`src/rtl/demux_latch.sv`:
```
// demux_latch: debounced key commits a 2-bit switch value into one of four held LED channels
module demux_latch #(
  parameter int DB_CYCLES = 16
) (
  input  logic       clk,
  input  logic       rst,
  input  logic [9:0] sw,
  input  logic       btn,
  output logic [7:0] led,
  output logic [3:0] ch_valid,
  output logic       wr_ack
);
  localparam int CW = $clog2(DB_CYCLES + 1);
  localparam logic [CW-1:0] DB_MAX = CW'(DB_CYCLES);
  typedef enum logic [1:0] {IDLE, PRESS_WAIT, HELD, RELEASE_WAIT} state_t;
  state_t state_q, state_d;
  logic [CW-1:0] cnt_q, cnt_d;
  logic s1_q, s2_q, commit;
  logic [7:0] led_q;
  logic [3:0] valid_q;
  logic ack_q;
  logic unused_sw;
  assign unused_sw = ^sw[9:5];
  // two-flop synchronizer for the asynchronous key
  always_ff @(posedge clk) begin
    if (rst) begin
      s1_q <= 1'b0;
      s2_q <= 1'b0;
    end else begin
      s1_q <= btn;
      s2_q <= s1_q;
    end
  end
  // debounce state and counter registers
  always_ff @(posedge clk) begin
    if (rst) begin
      state_q <= IDLE;
      cnt_q   <= '0;
    end else begin
      state_q <= state_d;
      cnt_q   <= cnt_d;
    end
  end
  // next-state: a level must persist DB_CYCLES counted cycles to be accepted
  always_comb begin
    state_d = state_q;
    cnt_d   = cnt_q;
    case (state_q)
      IDLE: if (s2_q) begin
        state_d = PRESS_WAIT;
        cnt_d   = CW'(1);
      end
      PRESS_WAIT: begin
        if (!s2_q) state_d = IDLE;
        else if (cnt_q == DB_MAX) state_d = HELD;
        else cnt_d = cnt_q + CW'(1);
      end
      HELD: if (!s2_q) begin
        state_d = RELEASE_WAIT;
        cnt_d   = CW'(1);
      end
      RELEASE_WAIT: begin
        if (s2_q) state_d = HELD;
        else if (cnt_q == DB_MAX) state_d = IDLE;
        else cnt_d = cnt_q + CW'(1);
      end
      default: state_d = IDLE;
    endcase
  end
  // a commit happens on the single edge the press is accepted
  always_comb begin
    commit = (state_q == PRESS_WAIT) && s2_q && (cnt_q == DB_MAX);
  end
  // channel storage: write the selected channel or clear everything
  always_ff @(posedge clk) begin
    if (rst) begin
      led_q   <= '0;
      valid_q <= '0;
      ack_q   <= 1'b0;
    end else begin
      ack_q <= commit;
      if (commit && sw[4]) begin
        led_q   <= '0;
        valid_q <= '0;
      end else if (commit) begin
        led_q[{sw[1:0], 1'b0} +: 2] <= sw[3:2];
        valid_q[sw[1:0]]            <= 1'b1;
      end
    end
  end
  assign led      = led_q;
  assign ch_valid = valid_q;
  assign wr_ack   = ack_q;
endmodule

```
`config.mk`:
```
export PLATFORM = sky130hd
export DESIGN_NAME = demux_latch
export DESIGN_NICKNAME = d
export VERILOG_FILES = /design/src/rtl/demux_latch.sv
export SDC_FILE = /design/constraint.sdc
export NUM_CORES = 1
export LEC_CHECK = 0
export BUFFER_PORTS_ARGS = -buffer_cell sky130_fd_sc_hd__clkbuf_2
export CAP_MARGIN = 10
export CORE_MARGIN = 5
export CORE_UTILIZATION = 50
export DETAILED_ROUTE_END_ITERATION = 10
export GPL_ROUTABILITY_DRIVEN = 0
export PLACE_DENSITY = 0.75
export SLEW_MARGIN = 20
export SYNTH_ARGS = -nofsm -noshare
export SYNTH_HDL_FRONTEND = slang
export SYNTH_SLANG_ARGS = --single-unit
```
`constraint.sdc`:
```
create_clock -name clk -period 2.3 [get_ports clk]
set_clock_uncertainty 0.05 [all_clocks]
set_input_delay 0.23 -clock clk [delete_from_list [all_inputs] [get_ports clk]]
set_output_delay 0.23 -clock clk [all_outputs]
set_load 0.02 [all_outputs]
```
Word level (Yosys, flattened, before mapping)
Index checks and enable logic that the tools add are counted.

operators by class
  muxes and demuxes = 16
  magnitude comparators = 2
  bitwise operators = 1
  equality and inequality tests = 10
  add/sub/neg operators = 2
  reduce and logical (&&, ||, !) cells = 8
  shift-type cells = 2

operators with widths
  cell                     number
  $mux W5                  5
  $pmux W5 S4              1
  $mux W2                  6
  $bwmux W8                1
  $ne A2 B2 Y1 const B     4
  $pmux W2 S4              1
  $reduce_and A4 Y1        2
  $shift A2 B5 Y8 const A  1
  $shiftx A2 B5 Y8         1
  $ne A3 B3 Y1 const B     2
  $add A5 B1 Y5 const B    1
  $eq A5 B5 Y1 const B     1
  $neg A3 Y5               1
  $eq A2 B2 Y1 const B     2
  $logic_and A1 B1 Y1      4
  $or A4 B4 Y4             1
  $lt A2 B3 Y1 const B     1
  $demux W1 S2             1
  $eq A2 B1 Y1 const B     1
  $ge A2 B1 Y1 const B     1
  $logic_not A2 Y1         1
  $reduce_or A2 Y1         1
  $mux W1                  1

storage, ports and cells
  input bits = 13
  output and inout port bits = 13
  register bits = 22
  logic and storage cells = 48

Longest topological paths before layout
Gate-level depths: netlist (run 1).

  word-level depth = 5
  gate-level depth with buffers = 7
  depth with buffers taken out = 5

Least setup slack after synthesis (run 1)
OpenSTA, ideal clock, no wires.

  path type = reg2reg
  start = reg cnt_q[0]
  end = reg led_q[4] (netlist: led[4])
  buffers on the path = 2
  setup time = 0.122 ns
  arrival = 1.285 ns
  cell stages (with the launch flop) = 8
  slack = 0.843 ns
  clock period less this slack = 1.457 ns
  data required time = 2.128 ns
  cells stage by stage = dfxtp_1 inv_1 ha_1 buf_2 clkbuf_1 nand4b_1 o21ai_0 a21oi_1

on the way
  cells in the longest elaborated chain, start to end = 4

ends and longest elaborated chain
  item                               RTL line  RTL
  start: declaration                 17        logic [CW-1:0] cnt_q, cnt_d;
  start signal: assignment           41        cnt_q <= cnt_d;
  $eq A5 B5 Y1 *                     72        commit = (state_q == PRESS_WAIT) && s2_q && (cnt_q == DB_MAX);
  $logic_and A1 B1 Y1 *              72
  $logic_and A1 B1 Y1                82        if (commit && sw[4]) begin
  $reduce_or A2 Y1 (no source line)  --
  end signal: indexed assignment     86        led_q[{sw[1:0], 1'b0} +: 2] <= sw[3:2];
  end: declaration                   19        logic [7:0] led_q;

Every way passes the cells marked *; elsewhere a longest branch is shown, timed or not.
A chain may end at the register's enable or synchronous reset.

Worst setup path in the final report (run 1)
  start = reg cnt_q[0]
  end = reg led_q[3] (netlist: led[3])

The elaborated chain is that of the path after synthesis.

==> results of run 1 <==
-- cell type report --
cell class | count | area, sq um
clock buffer | 4 | 36.3
fill | 212 | 930
inverter | 4 | 15.0
multi-input combinational | 89 | 656
sequential | 22 | 440
tap | 28 | 35.0
timing repair buffer | 20 | 100
-- stage by stage --
stage                     instances  power [mW]  setup WS [ns]  area (sq um)
after floorplan                 123       0.428          0.843          1150
after global placement          163       0.444          0.518          1250
after detailed placement        163       0.445          0.447          1250
after CTS                       167       0.654          0.422          1280
after global routing            167       0.680          0.274          1280
final                           167       0.653          0.408          1280
-- cell usage in the layout (no fill, tap or decap) --
cell | synthesis | final
a211o_1 | 1 | 1
a211oi_1 | 1 | 1
a211oi_2 | 1 | 1
a21bo_1 | 1 | 1
a21o_1 | 1 | 1
a21oi_1 | 12 | 12
a41o_1 | 1 | 1
a41oi_1 | 4 | 4
and2b_1 | 1 | 1
and4b_1 | 3 | 3
and4bb_1 | 1 | 1
and4bb_2 | 1 | 1
clkbuf_2 | 0 | 20
clkbuf_4 | 0 | 3
clkbuf_8 | 0 | 1
dfxtp_1 | 22 | 22
ha_1 | 10 | 10
inv_1 | 4 | 4
mux2i_1 | 1 | 1
nand2_1 | 1 | 1
nand2b_1 | 1 | 1
nand3_1 | 4 | 4
nand3b_1 | 2 | 2
nand4_1 | 6 | 6
nand4b_1 | 6 | 6
nand4bb_1 | 1 | 1
nor2_1 | 6 | 6
nor2b_1 | 3 | 3
nor3b_1 | 3 | 3
o21ai_0 | 11 | 11
o21bai_1 | 1 | 1
or3_1 | 4 | 4
xnor2_1 | 1 | 1
-- kinds of logic after synthesis --
group / synth area share [%]
AO/OA/AOI/OAI: 18.5
XOR/XNOR: 0.759
AND/OR/NAND/NOR: 25.8
flip-flops: 38.2
adder cells (fa/ha/maj): 10.8
multiplexers: 0.868
buffers and inverters: 4.99
-- critical path: stages (launching register included) --
cell	delay [ns]
dfxtp_1	0.36
inv_1	0.09
ha_1	0.54
nand4b_1	0.25
or3_1	0.39
a21oi_1	0.14
-- flip-flops by register name, indices dropped and copies added (netlist names), named ones only --
name	cells
s2_q	1
led	8
state_q	1
cnt_q	5
ch_valid	4
wr_ack	1
s1_q	1
-- routing by layer --
| metal | part of all wire, % | vias to the layer above | routed length, um | GRT usage, % |
|---|---|---|---|---|
| met3 | 4.1 | 5 | 94 | 2.90 |
| met4 | 1.1 | 0 | 24 | 3.97 |
| li1 | - | 490 | - | - |
| met2 | 49 | 18 | 1120 | 24.5 |
| met1 | 45 | 450 | 1030 | 18.5 |
| met5 | 0 | - | 0 | 0 |
-- how the worst max path moves through the flow --
stage                  end  depth (start not counted)  slack (ns)     start
floorplan           led[4]                          7        0.84  cnt_q[0]
global placement    led[2]                          5        0.52  cnt_q[0]
detailed placement  led[3]                          5        0.45  cnt_q[0]
CTS                 led[3]                          5        0.42  cnt_q[0]
global route        led[3]                          5        0.27  cnt_q[0]
finish              led[3]                          5        0.41  cnt_q[0]
-- power by group through the flow --
stage                     Sequential, mW  Combinational [mW]  Clock [mW]
after global placement             0.395              0.0487           0
final                              0.387              0.0503       0.215
after CTS                          0.387              0.0499       0.217
after global routing               0.388              0.0572       0.235
after floorplan                    0.395              0.0332           0
after detailed placement           0.396              0.0495           0
==> run summary, run 1 <==
Synth top cells by count: dfxtp_1 (22), a21oi_1 (12), o21ai_0 (11), ha_1 (10)
Number of synthesized register bits: 22
Tmin final: 1.89 ns
Synthesized Nets: 146
Status: finished clean
Yosys top cell area share: 38.2%
Most common cell in the synthesized netlist: dfxtp_1
Post-DRT Antenna Nets: 0
Clk_lat worst skew: 0.31 ns
Chip width: 58.0 um
Root Buffer: clkbuf_4
Max Slew Vio Count: 0
Reg2reg start: cnt_q[0]
Die height: 58.0 um
Post-synth EDFFs: 0
Overflow after GRT: 0
Sw Ratio: 23.6%
Largest net degree at the start of global routing: 19
Vias: 963
CTS sink cnt: 22
Synth Flop Type: dfxtp_1
Nets@finish: 163
HPWL Detailed: 1.71 mm
Row Count: 17
Global-route wire length before repair: 3.96 mm
CTS buffer count: 3
Pleak: 0.503 nW
Core area: 0.00221 sq mm
Hold path start: btn
DR pass1 iterations: 4
Post-CTS setup buffer count: 0
Worst-Margin Slew: 0.659 ns
GR Util All Layers: 14.5%
Mapped cell area: 0.00115 sq mm
Net Sw Power: 0.154 mW
WS Path Type: reg -> reg
# hold bufs at CTS: 0
Post-synth cell types: 33
Syn. warnings: 0
Clock-pin transition on the worst setup and hold timing paths: 0.13 ns
WL/cell: 13.6 um
Final core utilization: 58.0%
Initial DRC count: 17
CTS tree: yes
Min-Delay Path Class: in -> reg
Share of cells above drive strength 1: 18.7%
Vias per Instance: 5.77
Hold Crit Depth: 2
# setup viols final: 0
Initial antenna violation count: 0
Post-CTS resize count: 0
Boundary pin count: 26
Worst Path Required: 2.49 ns
Critical path arrival: 2.08 ns
Post-synthesis sequential area ratio: 38.2%
Reg2reg path depth: 5
Clock Path Buffers: 2
R2r setup slk: 0.41 ns
Port Buffers: 20
Layout area overhead: 11.2%
Power Density: 509 mW/mm^2
RR Endpoint: led[3]
Initial cell density of the core: 52.1%
Setup TNS: 0 ns
Yosys top cell by area: dfxtp_1
Max-slew headroom: 55.7%
Hold Path Sink: s1_q
Peak supply drop: 338 uV
WL final: 2.27 mm
WHS: 0.0803 ns
Number of remaining DRC errors: 0
Fmax: 0.529 GHz
CP startpoint kind: flop
Mapped Cells: 123
Max-cap viol count: 0
Combinational power share: 7.7%
ANT cells: 0
Sequential Power Share: 59.3%
Number of global-route vias before repair: 895
Internal power: 0.499 mW
DIE AREA: 0.00337 sq mm
H-tree Lvls: 1
Final Cycle Share: 82.3%
Crit path max fanout: 18
Setup repair after global routing missed its margin: false
Top post-synthesis cells by area: dfxtp_1 (38%), ha_1 (11%), a21oi_1 (5.2%)
Final Hold Fails: 0
Clk pwr share: 33.0%
Syn Area/Cell: 9.38 sq um
Setup crit end kind: flop
Asr flop ratio synth: 0%
Power figures use the tool's default switching activity.
==> run 2, diff against run 1 <==
--- a/config.mk
+++ b/config.mk
@@ -5,6 +5,7 @@
 export SDC_FILE = /design/constraint.sdc
 export NUM_CORES = 1
 export LEC_CHECK = 0
+export ABC_AREA = 1
 export BUFFER_PORTS_ARGS = -buffer_cell sky130_fd_sc_hd__clkbuf_2
 export CAP_MARGIN = 10
 export CORE_MARGIN = 5
==> constraint.sdc (replaced) <==
create_clock -name clk -period 2 [get_ports clk]
set_clock_uncertainty 0.05 [all_clocks]
set_input_delay 0.2 -clock clk [delete_from_list [all_inputs] [get_ports clk]]
set_output_delay 0.2 -clock clk [all_outputs]
set_load 0.02 [all_outputs]
==> run summary, run 2 <==
Synth Flop Type: dfxtp_1
Synthesized Nets: 181
Most common cell after layout, fill and taps aside: nand2_1
Finished Cell Area: 0.00134 sq mm
Post-CTS resize count: 0
Vias: 1025
WS Path Type: reg -> reg
Tmin final: 1.53 ns
Max-cap viol count: 0
Power Density: 631 mW/mm^2
WL final: 2.29 mm
Initial antenna violation count: 0
Syn Area/Cell: 7.36 sq um
Sequential Power Share: 52.8%
Crit path max fanout: 12
H-tree Lvls: 1
Worst slack, placed: 0.518 ns
Setup TNS: 0 ns
Mapped cell area: 0.00116 sq mm
Fill count: 222
Die height: 58.2 um
CTS sink cnt: 22
Yosys top cell by area: dfxtp_1
Vias per Instance: 4.90
Final worst slack: 0.472 ns
Top post-synthesis cells by area: dfxtp_1 (38%), ha_1 (11%), nand2_1 (10%)
Largest net degree at the start of global routing: 14
Highest Signal Layer: met4
Max Slew Vio Count: 0
Setup repair after global routing missed its margin: false
Chip width: 58.2 um
Syn. warnings: 0
Pleak: 0.582 nW
Hold Crit Depth: 3
Nets@finish: 205
Port Buffers: 20
Peak supply drop: 611 uV
Share of cells above drive strength 1: 21.5%
Combinational power share: 7.2%
Clock-pin transition on the worst setup and hold timing paths: 0.13 ns
# setup viols final: 0
Synth top cells by count: nand2_1 (31), dfxtp_1 (22), inv_1 (22), nand3_1 (21), nor2_1 (17)
Clk pwr share: 40.0%
Number of global-route vias before repair: 998
Post-synthesis sequential area ratio: 37.8%
Yosys top cell area share: 37.8%
Placed cell area: 0.00128 sq mm
Root Buffer: clkbuf_4
Post-synth EDFFs: 0
CP startpoint kind: flop
Reg2reg path depth: 9
Critical path arrival: 1.66 ns
Most common cell in the synthesized netlist: nand2_1
Met3 Wirelength: 89 um
Worst Path Required: 2.14 ns
Final core utilization: 60.4%
Internal power: 0.663 mW
DR pass1 iterations: 4
Number of remaining DRC errors: 0
Clock Path Buffers: 2
WL/cell: 11.0 um
Setup crit end kind: flop
Net Sw Power: 0.179 mW
Max reg flops: 8
Core area: 0.00221 sq mm
Min-Delay Path Class: in -> reg
HPWL Detailed: 1.82 mm
CTS buffer count: 3
Post-synth cell types: 19
Final Cycle Share: 76.4%
Initial cell density of the core: 52.6%
Most frequent cells in the layout: nand2_1 (31), inv_1 (22), dfxtp_1 (22)
Boundary pin count: 26
Clk_lat worst skew: 0.31 ns
Mapped Cells: 158
Number of synthesized register bits: 22
Post-DRT Antenna Nets: 0
Worst-Margin Slew: 0.296 ns
ANT cells: 0
Asr flop ratio synth: 0%
Layout area overhead: 14.8%
Status: finished clean
Sw Ratio: 21.3%
Global-route wire length before repair: 4.02 mm
DR WL met2: 1.18 mm
Max-slew headroom: 80.2%
Final Hold Fails: 0
Fmax: 0.654 GHz
CTS tree: yes
# hold bufs at CTS: 0
Post-CTS setup buffer count: 0
Row Count: 17
GR Util All Layers: 14.9%
Overflow after GRT: 0
Initial DRC count: 33
DIE AREA: 0.00339 sq mm
WL met1: 990 um
WHS: 0.0227 ns
==> run 2: critical path, stage by stage, from the launching register on <==
cell and delay, ns:
dfxtp_1 0.37, inv_1 0.09, ha_1 0.17, inv_1 0.06, nor2_1 0.11, nand2_2 0.10
nor2_4 0.09, nand2_1 0.06, nand2_2 0.23, a21oi_1 0.08
==> run 2: area by class of cell <==
cell class	instances	area [sq um]	area share (%)
clock buffers	3	22.5	1.69
clock inverters	1	30.0	2.25
inverters	23	86.3	6.46
multi-input cells	111	614	46.0
flip-flops and latches	22	440	33.0
well taps	28	35.0	2.62
repair buffers	21	108	8.05
==> run 2: metrics by stage <==
stage | power [mW] | cells
after detailed placement | 0.515 | 205
after floorplan | 0.495 | 158
after global placement | 0.513 | 205
final | 0.843 | 209
after CTS | 0.850 | 209
after global routing | 0.889 | 209
==> run 2: logic make-up after synthesis <==
kind of cell	share of synthesized area, %
buffers and inverters	9.35
AND/OR/NAND/NOR	33.1
XOR/XNOR	0.753
AO/OA/AOI/OAI	8.17
flip-flops	37.8
adder cells (fa/ha/maj)	10.8
==> run 2: layer usage <==
metal	vias up	global-route usage [%]
li1	551	-
met1	454	17.0
met2	16	26.9
met3	4	2.90
met4	0	5.96
met5	-	0
==> run 2: final timing paths <==
check	from	endpoint	slack (ns)
min reg2reg	s1_q	s2_q	0.38
min	btn	s1_q	0.02
max	cnt_q[0]	led[6]	0.47
max reg2reg	cnt_q[0]	led[6]	0.47
==> run 2: power by group through the flow <==
stage          combinational (mW)  sequential [mW]  clock (mW)
2_1_floorplan              0.0412            0.454           0
3_3_place_gp               0.0580            0.455           0
3_5_place_dp               0.0602            0.455           0
4_1_cts                    0.0607            0.445       0.344
5_1_grt                    0.0679            0.446       0.375
6_report                   0.0606            0.445       0.337
